## src/rtl/dwisehart_grey_capture.sv

```systemverilog
// Gray-bus capture: synchronizes an async ring-counter Gray bus, decodes it and
// counts its advance per 2^GATE_LOG2-cycle gate window. Define GREY_ERR_CHECK_EN to build ERR.
module dwisehart_grey_capture #(
  parameter int WIDTH       = 8,
  parameter int SYNC_STAGES = 2,
  parameter int GATE_LOG2   = 8,
  parameter int ACC_W       = 16
) (
  input  logic             CLK,
  input  logic             RST,
  input  logic             EN,
  input  logic [WIDTH-1:0] GREY_IN,
  output logic [WIDTH-1:0] BIN,
  output logic [ACC_W-1:0] DELTA,
  output logic             VALID,
  output logic             ERR
);

  localparam int PW = $clog2(SYNC_STAGES + 1);
  localparam logic [PW-1:0] PRIME_LAST = PW'(SYNC_STAGES);

  typedef enum logic {PRIME, RUN} state_t;

  state_t state, state_nxt;

  logic [SYNC_STAGES-1:0][WIDTH-1:0] sync_q;
  logic [WIDTH-1:0]     g_s, bin_d, step;
  logic [ACC_W-1:0]     diff, acc, acc_sat;
  logic [ACC_W:0]       sum;
  logic [GATE_LOG2-1:0] gate_cnt;
  logic [PW-1:0]        prime_cnt;
  logic                 run_acc, win_close;

  always_ff @(posedge CLK or negedge RST) begin
    if (!RST) begin
      sync_q <= '0;
    end else begin
      sync_q[0] <= GREY_IN;
      for (int i = 1; i < SYNC_STAGES; i++) sync_q[i] <= sync_q[i-1];
    end
  end

  assign g_s = sync_q[SYNC_STAGES-1];

  // Each binary bit is the XOR of all Gray bits at or above it.
  always_comb begin
    bin_d = '0;
    for (int i = 0; i < WIDTH; i++) bin_d[i] = ^(g_s >> i);
  end

  // Modulo subtraction makes the top-of-range wrap count as a single step.
  assign step    = bin_d - BIN;
  assign diff    = ACC_W'(step);
  assign sum     = {1'b0, acc} + {1'b0, diff};
  assign acc_sat = sum[ACC_W] ? '1 : sum[ACC_W-1:0];

  always_ff @(posedge CLK or negedge RST) begin
    if (!RST) state <= PRIME;
    else      state <= state_nxt;
  end

  always_comb begin
    state_nxt = state;
    if (!EN)                                          state_nxt = PRIME;
    else if (state == PRIME && prime_cnt == PRIME_LAST) state_nxt = RUN;
  end

  // EN low wins over the terminal cycle, so a dropped window never strobes.
  always_comb begin
    run_acc   = (state == RUN) && EN;
    win_close = run_acc && (&gate_cnt);
  end

  always_ff @(posedge CLK or negedge RST) begin
    if (!RST) begin
      BIN       <= '0;
      DELTA     <= '0;
      VALID     <= 1'b0;
      acc       <= '0;
      gate_cnt  <= '0;
      prime_cnt <= '0;
    end else begin
      BIN   <= bin_d;
      VALID <= win_close;
      if (state == PRIME && EN) begin
        if (prime_cnt != PRIME_LAST) prime_cnt <= prime_cnt + 1'b1;
      end else begin
        prime_cnt <= '0;
      end
      if (win_close) begin
        DELTA    <= acc_sat;
        acc      <= '0;
        gate_cnt <= '0;
      end else if (run_acc) begin
        acc      <= acc_sat;
        gate_cnt <= gate_cnt + 1'b1;
      end else begin
        acc      <= '0;
        gate_cnt <= '0;
      end
    end
  end

`ifdef GREY_ERR_CHECK_EN
  logic [WIDTH-1:0] g_prev;
  logic             viol, viol_now, err_q;

  // More than one bit flipping between samples means the ring outran CLK.
  assign viol_now = run_acc && ($countones(g_s ^ g_prev) > 1);

  always_ff @(posedge CLK or negedge RST) begin
    if (!RST) begin
      g_prev <= '0;
      viol   <= 1'b0;
      err_q  <= 1'b0;
    end else begin
      g_prev <= g_s;
      if (win_close) begin
        err_q <= viol | viol_now;
        viol  <= 1'b0;
      end else if (run_acc) begin
        viol  <= viol | viol_now;
      end else begin
        viol  <= 1'b0;
      end
    end
  end

  assign ERR = err_q;
`else
  assign ERR = 1'b0;
`endif

endmodule

```

## config.mk

```make
export PLATFORM = sky130hd
export DESIGN_NAME = dwisehart_grey_capture
export DESIGN_NICKNAME = d
export VERILOG_FILES = /design/src/rtl/dwisehart_grey_capture.sv
export SDC_FILE = /design/constraint.sdc
export NUM_CORES = 1
export LEC_CHECK = 0
export CAP_MARGIN = 20
export CELL_PAD_IN_SITES_DETAIL_PLACEMENT = 1
export CELL_PAD_IN_SITES_GLOBAL_PLACEMENT = 1
export CORE_UTILIZATION = 49
export CTS_CLUSTER_SIZE = 24
export DETAILED_ROUTE_END_ITERATION = 8
export DONT_BUFFER_PORTS = 1
export PLACE_DENSITY_LB_ADDON = 0.1
export SYNTH_ARGS = -nofsm -noshare
export SYNTH_HDL_FRONTEND = slang
export SYNTH_SLANG_ARGS = --single-unit
```

## constraint.sdc

```tcl
create_clock -name CLK -period 5.6 [get_ports CLK]
set_input_delay 1.12 -clock CLK [delete_from_list [all_inputs] [get_ports CLK]]
set_output_delay 1.12 -clock CLK [all_outputs]
set_load 0.01 [all_outputs]
```

==> Word level (Yosys, flattened, before mapping) <==
Cells that the tools add are included.
{ "totals": {"latchBits": 0, "mem_bits_rw": 0, "out_inout_bits": 26, "romBits": 0, "word_cells": 40, "reg_bits": 68, "mem_count": 0} }
{ "op_classes": {"add_sub_neg": 4, "n_bitwise": 1, "reduce_logical": 13, "n_mux": 9, "shift": 0, "n_mul": 0, "n_eq_ne": 4, "n_lt_le_gt_ge": 0, "n_div": 0} }
{ "op_table": {"columns": ["operator", "count"], "rows": [
  ["$reduce_xor A8 Y1", 8],
  ["$mux W16", 3],
  ["$add A16 B8 Y17", 1],
  ["$mux W8", 2],
  ["$add A8 B1 Y8 const B", 1],
  ["$reduce_and A8 Y1", 1],
  ["$sub A8 B8 Y8", 1],
  ["$logic_and A1 B1 Y1", 4],
  ["$mux W2", 2],
  ["$ne A2 B1 Y1 const B", 2],
  ["$add A2 B1 Y2 const B", 1],
  ["$eq A2 B2 Y1 const B", 1],
  ["$mux W1", 2],
  ["$ne A2 B2 Y1 const B", 1],
  ["$not A1 Y1", 1]
]} }

==> Logic depth before layout (Yosys ltp) <==
Gate-level depths: netlist (run 1).
{ "logic_depth": {"ltp_word": 6, "mapped_depth": 19, "mapped_depth_nobuf": 18} }

==> Worst setup path before layout (run 1) <==
OpenSTA, ideal clock, no wires.
{ "synth_path": {"path_type": "reg2reg", "startpoint": "register sync_q (netlist bit g_s[7])", "endpoint": "register DELTA[15]", "required_time_ps": 5517, "n_path_buf": 0, "t_arrival_ps": 4174, "slack_ps": 1344, "setup_ps": 83, "stages_incl_launch_ff": 19, "cell_sequence": "dfrtp_1 xor2_2 xor2_2 xor2_2 xnor2_2 xnor2_1 ha_1 fa_1 nor2b_1 o21ai_0 a21boi_0 or4_1 nand3_1 ha_1 nand3_1 or3_1 a21oi_1 mux2_2 o21ai_0"} }
{ "synth_via": {"elab_chain_cells": 4} }
{ "synth_lines": {"columns": ["item", "line", "rtl"], "rows": [
  ["start: declaration", "26", "logic [SYNC_STAGES-1:0][WIDTH-1:0] sync_q;"],
  ["$reduce_xor A8 Y1", "48", "for (int i = 0; i < WIDTH; i++) bin_d[i] = ^(g_s >> i);"],
  ["via bin_d[5]", "27", "logic [WIDTH-1:0] g_s, bin_d, step;"],
  ["$sub A8 B8 Y8", "52", "assign step = bin_d - BIN;"],
  ["$add A16 B8 Y17", "54", "assign sum = {1'b0, acc} + {1'b0, diff};"],
  ["$mux W16", "55", "assign acc_sat = sum[ACC_W] ? '1 : sum[ACC_W-1:0];"],
  ["end signal: assignment", "91", "DELTA <= acc_sat;"],
  ["end: declaration", "14", "output logic [ACC_W-1:0] DELTA,"]
]} }
The timed path passes the listed nets, and every way through them passes these cells.
A chain may end at the register's enable or synchronous reset.

==> Worst setup path after layout (run 1) <==
Same ends and word-level chain as after synthesis.

==> results of run 1 <==
metrics by stage:
step / cell area (µm²) / hold slack (ps) / util [%] / setup slack, ps / std cells
2_1_floorplan: 3180 / 331 / - / 1340 / 300
5_1_grt: 3460 / 372 / 54.8 / 324 / 386
3_3_place_gp: 3250 / 332 / 51.5 / 990 / 370
3_5_place_dp: 3250 / 336 / 51.5 / 800 / 370
4_1_cts: 3460 / 355 / 54.8 / 676 / 386
6_report: 3460 / 353 / 54.8 / 677 / 386
registers in the layout, indices dropped and copies added (netlist names):
signal,cells
DELTA,16
VALID,1
sync_q,8
state,1
g_s,8
acc,16
prime_cnt,2
gate_cnt,8
BIN,8
cell type report:
| type | instances | area (µm²) | area share (%) |
|---|---|---|---|
| clock buffer | 9 | 124 | 3.58 |
| inverter | 16 | 60.1 | 1.74 |
| sequential | 68 | 1700 | 49.2 |
| multi-input combinational | 208 | 1390 | 40.1 |
| clock inverter | 7 | 80.1 | 2.32 |
| timing repair buffer | 1 | 7.51 | 0.217 |
| tap | 77 | 96.3 | 2.79 |
worst max-delay path, cell delays in order (launching register included):
cell      delay (ps)
dfrtp_1          460
xor2_2           230
xor2_2           240
xor2_2           150
xnor2_2          400
xnor2_1          140
ha_1             230
fa_1             420
nor2b_1          120
o21ai_0          110
a21boi_0         370
or4_1            190
nand3_1           90
ha_1             400
nand3_1          120
or3_1            450
a21oi_1          190
mux2_2           360
o21ai_0          150
cell usage after synthesis, types with 2 or more instances:
library cell   n
a211oi_1       2
a21boi_0       2
a21o_1         2
a21oi_1       21
a31oi_1        2
and4_1         2
clkbuf_1       6
dfrtp_1       68
fa_1           2
ha_1          17
inv_1         15
mux2i_1        2
nand2_1       20
nand3_1       10
nand4_1        5
nor2_1        42
nor2b_1        3
nor3_1         4
o211ai_1       3
o21a_1         2
o21ai_0       16
or2_2          2
xnor2_1       15
xor2_1        15
xor2_2         3
report_power, final:
part           switching, W  internal, W
Clock              0.000207     0.000211
Sequential        0.0000305     0.000526
Combinational      0.000306     0.000199
Total              0.000543     0.000936
routing by layer:
metal / track usage, % / up-vias
li1: - / 1016
met1: 25.1 / 1039
met2: 35.4 / 30
met3: 5.27 / 9
met4: 9.31 / 0
met5: 0 / -
worst paths after layout:
check                      slack, ps               endpoint           startpoint  depth (start not counted)
max                              680  DELTA[15]$_DFFE_PN0P_     g_s[7]$_DFF_PN0_                         18
min                              350       g_s[5]$_DFF_PN0_  sync_q[5]$_DFF_PN0_                          0
max reg2reg                      680  DELTA[15]$_DFFE_PN0P_     g_s[7]$_DFF_PN0_                         18
min reg2reg                      350       g_s[5]$_DFF_PN0_  sync_q[5]$_DFF_PN0_                          0
max in group asynchronous       5040  gate_cnt[6]$_DFF_PN0_                  RST                          0
min in group asynchronous        460       BIN[5]$_DFF_PN0_                  RST                          0
cells in the final DEF (no fill, tap or decap), types with 3 or more instances in the layout:
| cell type | instances |
|---|---|
| o21ai_0 | 16 |
| inv_1 | 15 |
| xor2_1 | 15 |
| nand4_1 | 5 |
| xnor2_1 | 15 |
| dfrtp_1 | 68 |
| nand3_1 | 10 |
| nor3_1 | 4 |
| inv_6 | 3 |
| ha_1 | 17 |
| nor2b_1 | 3 |
| o211ai_1 | 3 |
| a21oi_1 | 21 |
| nand2_1 | 20 |
| clkbuf_8 | 9 |
| nor2_1 | 42 |
| xor2_2 | 3 |
cell families after synthesis:
kind of cell	count (synthesis)
multiplexers	3
buffers and inverters	24
XOR/XNOR	34
adder cells (fa/ha/maj)	19
other	1
flip-flops	68
AND/OR/NAND/NOR	95
AO/OA/AOI/OAI	56
==> results.sh, run 1 <==
export IMPL_avgSynthCellArea_um2=10.6
export IMPL_syn_inst=300
export IMPL_synth_mux_area_share_pct=0.982
export IMPL_grt_pass1_wl_um=10300
export IMPL_synth_edf_count=0
export IMPL_hpwl_um=4330
export IMPL_tightest_slew_ps=975
export IMPL_avgViaCountPerCell=5.42
export IMPL_peakVddDrop_mv=0.221
export IMPL_fmax_mhz=203
export IMPL_setup_violations=0
export IMPL_place_gp_congestion=0.801
export IMPL_io_pin_count=37
export IMPL_status="complete, no violations"
export IMPL_syn_to_final_growth_pct=8.57
export IMPL_rows=29
export IMPL_final_layout_size_suffix_gt1_share_pct=8.41
export IMPL_cts_tree="yes"
export IMPL_grt_pass1_vias=2182
export IMPL_wl_um=6270
export IMPL_yosys_area_top_type_share_pct=53.4
export IMPL_ys_seq_elements=68
export IMPL_die_h_um=82.6
export IMPL_die_width_um=82.6
export IMPL_ctsLongestPathBuffers=2
export IMPL_synthesis_nets=330
export IMPL_start_util_pct=50.4
export IMPL_hold_class="reg2reg"
export IMPL_ys_types=44
export IMPL_synthXorXnorAreaFrac_pct=10.3
export IMPL_wl_per_cell_um=16.2
export IMPL_grt_overflow_total=0
export IMPL_clock_sinks=68
export IMPL_met3WireLength_um=217
export IMPL_drc=0
export IMPL_met1Wirelength_um=2810
export IMPL_nNetsFinal=334
export IMPL_endpoint_kind="flop"
export IMPL_antenna_found_initial=0
export IMPL_core_um2=6310
export IMPL_cts_hold_buf=0
export IMPL_power_w=0.00148
export IMPL_drtAntennaViolNets=0
export IMPL_synth_area_um2=3180
export IMPL_fillCellCount=704
export IMPL_synthArstFlopShare_pct=100
export IMPL_grt_start_max_net_pins=69
export IMPL_track_usage_pct=20.9
export IMPL_yosys_top_cells_area="dfrtp_1 (53%), ha_1 (6.7%), nor2_1 (5.0%), xnor2_1 (4.1%), xor2_1 (4.1%)"
export IMPL_slew_headroom_pct=34.8
export IMPL_ys_flop_type="dfrtp_1"
export IMPL_synth_top_family_by_area="simple AND/OR/NAND/NOR gates"
export IMPL_p_per_area_nw_per_um2=428
export IMPL_insertion_delay_ps=350
export IMPL_clock_skew_ps=10.3
export IMPL_critPathLaunchType="flop"
export IMPL_wl_met2_um=3150
export IMPL_synthAdderAreaFrac_pct=7.94
export IMPL_synth_compound_area_share_pct=10.6
export IMPL_diodes=0
export IMPL_ys_seq_area_share_pct=53.4
export IMPL_synthSimpleGateAreaFrac_pct=13.6
export IMPL_worstPathRequired_ps=5860
export IMPL_first_pass_iters=4
export IMPL_finalCriticalPeriod_ps=4920
export IMPL_top_layer_used="met4"
export IMPL_cp_arrival_ps=5180
export IMPL_dieArea_um2=6830
export IMPL_cts_root_buf="clkbuf_8"
export IMPL_drv_cap=0
export IMPL_critPathKind="reg2reg"
export IMPL_final_setup_tns_ps=0
export IMPL_portBuffers=0
export IMPL_finalCritPeriodShare_pct=87.9
export IMPL_htreeDepth=3
export IMPL_yosys_area_top_type="dfrtp_1"
export IMPL_clkSlewWorstSetupHoldPaths_ps=80
export IMPL_cts_repair_resized=0
export IMPL_vias=2094
export IMPL_rsz0062_at_grt="no"
export IMPL_finalHoldViolations=0
export IMPL_post_cts_buffers=0
export IMPL_power_leakage_nw=1.58
export IMPL_drtIter0Drc=68
export IMPL_cts_buffers=9
export IMPL_cp_max_fo=6
export IMPL_maxSlewViolCount=0
export IMPL_yosys_warnings=0
Power figures use the tool's default switching activity.
==> run 2, diff against run 1 <==
CELL_PAD_IN_SITES_DETAIL_PLACEMENT = unset   (was 1)
CELL_PAD_IN_SITES_GLOBAL_PLACEMENT = unset   (was 1)
CORE_UTILIZATION = 60   (was 49)
PLACE_DENSITY = 0.76   (was unset)
PLACE_DENSITY_LB_ADDON = unset   (was 0.1)
==> results.sh, run 2 (same netlist as run 1, synthesis figures left out) <==
export IMPL_status="complete, no violations"
export IMPL_tightest_slew_ps=913
export IMPL_nNetsFinal=334
export IMPL_diodes=0
export IMPL_vias=2066
export IMPL_cts_buffers=9
export IMPL_htreeDepth=3
export IMPL_clkSlewWorstSetupHoldPaths_ps=80
export IMPL_worst_r2r_endpoint="DELTA[15]$_DFFE_PN0P_"
export IMPL_drtAntennaViolNets=0
export IMPL_rows=26
export IMPL_power_leakage_nw=1.59
export IMPL_core_um2=5110
export IMPL_fillCellCount=397
export IMPL_cp_max_fo=6
export IMPL_crit_start="g_s[7]$_DFF_PN0_"
export IMPL_setup_violations=0
export IMPL_finalCriticalPeriod_ps=4640
export IMPL_critPathCapture="DELTA[15]$_DFFE_PN0P_"
export IMPL_final_setup_tns_ps=0
export IMPL_die_width_um=74.9
export IMPL_portBuffers=0
export IMPL_grt_pass1_wl_um=9060
export IMPL_cts_root_buf="clkbuf_8"
export IMPL_place_gp_congestion=0.873
export IMPL_peakVddDrop_mv=0.226
export IMPL_p_per_area_nw_per_um2=430
export IMPL_clock_sinks=68
export IMPL_slew_headroom_pct=39.0
export IMPL_gr_usage_met3_pct=4.95
export IMPL_post_cts_buffers=0
export IMPL_maxSlewViolCount=0
export IMPL_antenna_found_initial=0
export IMPL_cts_hold_buf=0
export IMPL_cts_repair_resized=0
export IMPL_io_pin_count=37
export IMPL_hpwl_um=3830
export IMPL_final_layout_size_suffix_gt1_share_pct=8.41
export IMPL_grt_start_max_net_pins=69
export IMPL_power_w=0.00149
export IMPL_critPathLaunchType="flop"
export IMPL_largest_registers="DELTA (16), acc (16)"
export IMPL_drc=0
export IMPL_finalCritPeriodShare_pct=82.9
export IMPL_syn_to_final_growth_pct=8.96
export IMPL_grt_pass1_vias=2057
export IMPL_cp_arrival_ps=4900
export IMPL_wl_um=5490
export IMPL_critPathKind="reg2reg"
export IMPL_die_h_um=74.9
export IMPL_fmax_mhz=215
export IMPL_worst_r2r_setup_slack_ps=960
export IMPL_drv_cap=0
export IMPL_wl_per_cell_um=14.5
export IMPL_first_pass_iters=4
export IMPL_rsz0062_at_grt="no"
export IMPL_endpoint_kind="flop"
export IMPL_met2_usage_pct=37.8
export IMPL_ctsLongestPathBuffers=2
export IMPL_drtIter0Drc=121
export IMPL_cts_tree="yes"
export IMPL_dieArea_um2=5600
export IMPL_track_usage_pct=22.2
export IMPL_avgViaCountPerCell=5.45
export IMPL_clock_skew_ps=7.05
export IMPL_gr_max_usage_layer="met2"
export IMPL_grt_overflow_total=0
export IMPL_insertion_delay_ps=340
export IMPL_final_common_cell="dfrtp_1"
export IMPL_final_cell_mix="dfrtp_1 (68), nor2_1 (42), a21oi_1 (21)"
export IMPL_start_util_pct=62.3
export IMPL_r2r_start="g_s[7]$_DFF_PN0_"
export IMPL_met1_usage_pct=26.9
export IMPL_worstPathRequired_ps=5860
export IMPL_hold_class="reg2reg"
export IMPL_finalHoldViolations=0
export IMPL_ff2ff_path_depth=18
-- run 2: critical path, cell delays in order, from the launching register on --
cell      delay, ps
dfrtp_1         440
xor2_2          210
xor2_2          230
xor2_2          140
xnor2_2         350
xnor2_1         130
ha_1            220
fa_1            410
nor2b_1         130
o21ai_0         100
a21boi_0        320
or4_1           170
nand3_1          80
ha_1            400
nand3_1         120
or3_1           440
a21oi_1         190
mux2_2          360
o21ai_0         140
-- run 2: worst min-delay path by stage --
stage,start,to,slack [ps],cells after the start
2_1_floorplan,sync_q[0]$_DFF_PN0_,g_s[0]$_DFF_PN0_,330,0
3_5_place_dp,sync_q[7]$_DFF_PN0_,g_s[7]$_DFF_PN0_,330,0
5_1_grt,sync_q[5]$_DFF_PN0_,g_s[5]$_DFF_PN0_,360,0
3_3_place_gp,sync_q[5]$_DFF_PN0_,g_s[5]$_DFF_PN0_,330,0
4_1_cts,sync_q[7]$_DFF_PN0_,g_s[7]$_DFF_PN0_,350,0
6_report,sync_q[7]$_DFF_PN0_,g_s[7]$_DFF_PN0_,350,0
-- run 2: power by group --
| part | switching (W) | internal (W) | total [W] |
|---|---|---|---|
| clock | 0.000192 | 0.000253 | 0.000445 |
| sequential | 0.0000317 | 0.000526 | 0.000558 |
| combinational | 0.000294 | 0.000197 | 0.000490 |
| total | 0.000518 | 0.000975 | 0.00149 |
-- run 2: through the flow --
| stage | instances | util, % | cell area (µm²) | hold slack (ps) | worst slack (ps) |
|---|---|---|---|---|---|
| 6_report | 379 | 67.9 | 3470 | 351 | 960 |
| 5_1_grt | 379 | 67.9 | 3470 | 360 | 573 |
| 4_1_cts | 379 | 67.9 | 3470 | 352 | 945 |
| 3_5_place_dp | 363 | 63.5 | 3240 | 335 | 976 |
| 3_3_place_gp | 363 | 63.5 | 3240 | 332 | 1120 |
| 2_1_floorplan | 300 | - | 3180 | 331 | 1340 |
-- run 2: layout make-up --
cell class	count	area, µm²	share of cell area (%)
clock buffer	9	124	3.57
clock inverter	7	101	2.92
inverter	16	60.1	1.73
multi-input combinational	208	1390	40.0
sequential	68	1700	49.0
tap	70	87.6	2.52
timing repair buffer	1	7.51	0.216
-- run 2: per-layer routing --
metal  vias to the layer above  share of wire [%]
met4                         0                1.7
li1                       1016                  -
met5                         -                  0
met1                      1011                 43
met2                        30                 51
met3                         9                4.1
==> run 3, diff against run 2 <==
CORE_UTILIZATION = 57   (was 60)
PLACE_DENSITY = 0.75   (was 0.76)
clock period = 3.8 ns   (was 5.6 ns; I/O delays follow)
==> results.sh, run 3 (same netlist as run 1, synthesis figures left out) <==
export IMPL_worstPathRequired_ps=4070
export IMPL_finalCritPeriodShare_pct=112
export IMPL_critPathMaxStageDelay_ps=460
export IMPL_r2r_start="g_s[6]$_DFF_PN0_"
export IMPL_crit_top_cell="xor2_2"
export IMPL_crit_chain="xor2_2 > xor2_2 > xor2_2 > buf_6 > xnor2_4 > buf_12 > buf_8 > xor2_4 > fa_2 > nor2b_4 > o21ai_2 > a21boi_2 > nor2_1 > ha_1 > o211ai_1 > or3_4 > a21oi_2 > mux2_4 > o21ai_1"
export IMPL_diodes=0
export IMPL_critPathCapture="DELTA[15]$_DFFE_PN0P_"
export IMPL_hpwl_um=3920
export IMPL_cts_root_buf="clkbuf_8"
export IMPL_worst_r2r_endpoint="DELTA[15]$_DFFE_PN0P_"
export IMPL_slew_headroom_pct=32.1
export IMPL_peakVddDrop_mv=0.485
export IMPL_fmax_mhz=235
export IMPL_place_inst=393
export IMPL_drc=0
export IMPL_first_pass_iters=4
export IMPL_nNetsFinal=379
export IMPL_critPathLaunchType="flop"
export IMPL_grt_pass1_vias=2177
export IMPL_rsz0062_at_grt="yes"
export IMPL_finalCriticalPeriod_ps=4250
export IMPL_setup_violations=32
export IMPL_clkSlewWorstSetupHoldPaths_ps=80
export IMPL_endpoint_kind="flop"
export IMPL_final_cell_area_um2=4240
export IMPL_cp_slowest_cell="or3_4"
export IMPL_core_um2=5240
export IMPL_clock_sinks=68
export IMPL_wl_um=7320
export IMPL_antenna_found_initial=0
export IMPL_io_pin_count=37
export IMPL_wl_met2_um=3660
export IMPL_die_h_um=76.7
export IMPL_top_layer_used="met4"
export IMPL_met3WireLength_um=346
export IMPL_final_layout_size_suffix_gt1_share_pct=33.6
export IMPL_cp_arrival_ps=4520
export IMPL_ff2ff_path_depth=19
export IMPL_violations="negative setup slack"
export IMPL_portBuffers=0
export IMPL_hold_class="in2async"
export IMPL_cp_max_fo=5
export IMPL_power_leakage_nw=1.90
export IMPL_avgViaCountPerCell=5.52
export IMPL_final_cell_mix="dfrtp_1 (68), buf_4 (36), nor2_1 (34)"
export IMPL_place_gp_congestion=0.903
export IMPL_drv_cap=0
export IMPL_clock_skew_ps=10.8
export IMPL_maxSlewViolCount=0
export IMPL_cts_tree="yes"
export IMPL_ctsLongestPathBuffers=2
export IMPL_cp_top_family="XOR/XNOR gates"
export IMPL_crit_buf_inv=3
export IMPL_vias=2341
export IMPL_syn_to_final_growth_pct=33.2
export IMPL_tightest_slew_ps=1020
export IMPL_cts_hold_buf=0
export IMPL_critPathKind="reg2reg"
export IMPL_crit_start="g_s[6]$_DFF_PN0_"
export IMPL_critical_path_depth=19
export IMPL_start_util_pct=60.8
export IMPL_p_per_area_nw_per_um2=690
export IMPL_track_usage_pct=23.2
export IMPL_final_util_pct=81.0
export IMPL_met1Wirelength_um=3140
export IMPL_die_width_um=76.7
export IMPL_grt_overflow_total=0
export IMPL_status="complete, but fails checks"
export IMPL_drtAntennaViolNets=0
export IMPL_setup_ws_ps=-452
export IMPL_grt_start_max_net_pins=69
export IMPL_hold_worst_slack_ps=89.2
export IMPL_rows=26
export IMPL_htreeDepth=3
export IMPL_placed_cell_area_um2=3520
export IMPL_finalHoldViolations=0
export IMPL_grt_pass1_wl_um=10300
export IMPL_wl_per_cell_um=17.3
export IMPL_worst_r2r_setup_slack_ps=-450
export IMPL_largest_registers="DELTA (16), acc (16)"
export IMPL_cts_buffers=9
export IMPL_insertion_delay_ps=360
export IMPL_final_common_cell="dfrtp_1"
export IMPL_drtIter0Drc=117
export IMPL_dieArea_um2=5890
export IMPL_instances_no_fill=424
## run 3: per-stage QoR
| step | power (W) | setup WS (ps) | TNS (ps) |
|---|---|---|---|
| 6_report | 0.00293 | -452 | -12070 |
| 5_1_grt | 0.00307 | -619 | -17780 |
| 4_1_cts | 0.00254 | -366 | -9020 |
| 3_5_place_dp | 0.00178 | -383 | -7500 |
| 3_3_place_gp | 0.00176 | -282 | -4820 |
| 2_1_floorplan | 0.00145 | -202 | -774 |
## run 3: power breakdown
part	internal [W]	switching [W]	leakage, nW
logic	0.000759	0.000743	0.916
registers	0.000776	0.0000516	0.891
clock network	0.000322	0.000276	0.0918
total	0.00186	0.00107	1.90
## run 3: area by class of cell
type / count / area (µm²)
clock inverter: 5 / 61.3
sequential: 68 / 1700
clock buffer: 11 / 141
tap: 70 / 87.6
multi-input combinational: 208 / 1780
fill: 288 / 995
inverter: 16 / 60.1
timing repair buffer: 46 / 413
## run 3: worst min-delay path by stage
stage,to
final,sync_q[4]$_DFF_PN0_
after global routing,g_s[2]$_DFF_PN0_
after CTS,g_s[2]$_DFF_PN0_
after detailed placement,g_s[2]$_DFF_PN0_
after global placement,g_s[0]$_DFF_PN0_
after floorplan,g_s[0]$_DFF_PN0_
## run 3: what timing repair did
item,in CTS,in global routing
endpoints found under the setup margin,32,32
pin swaps,22,19
resized for setup,33,48
buffers inserted,3,13
## run 3: metal layers
layer / track usage (%) / vias to the layer above
met5: 0 / -
met4: 11.7 / 0
met3: 5.71 / 18
met2: 36.3 / 72
met1: 30.0 / 1144
li1: - / 1107
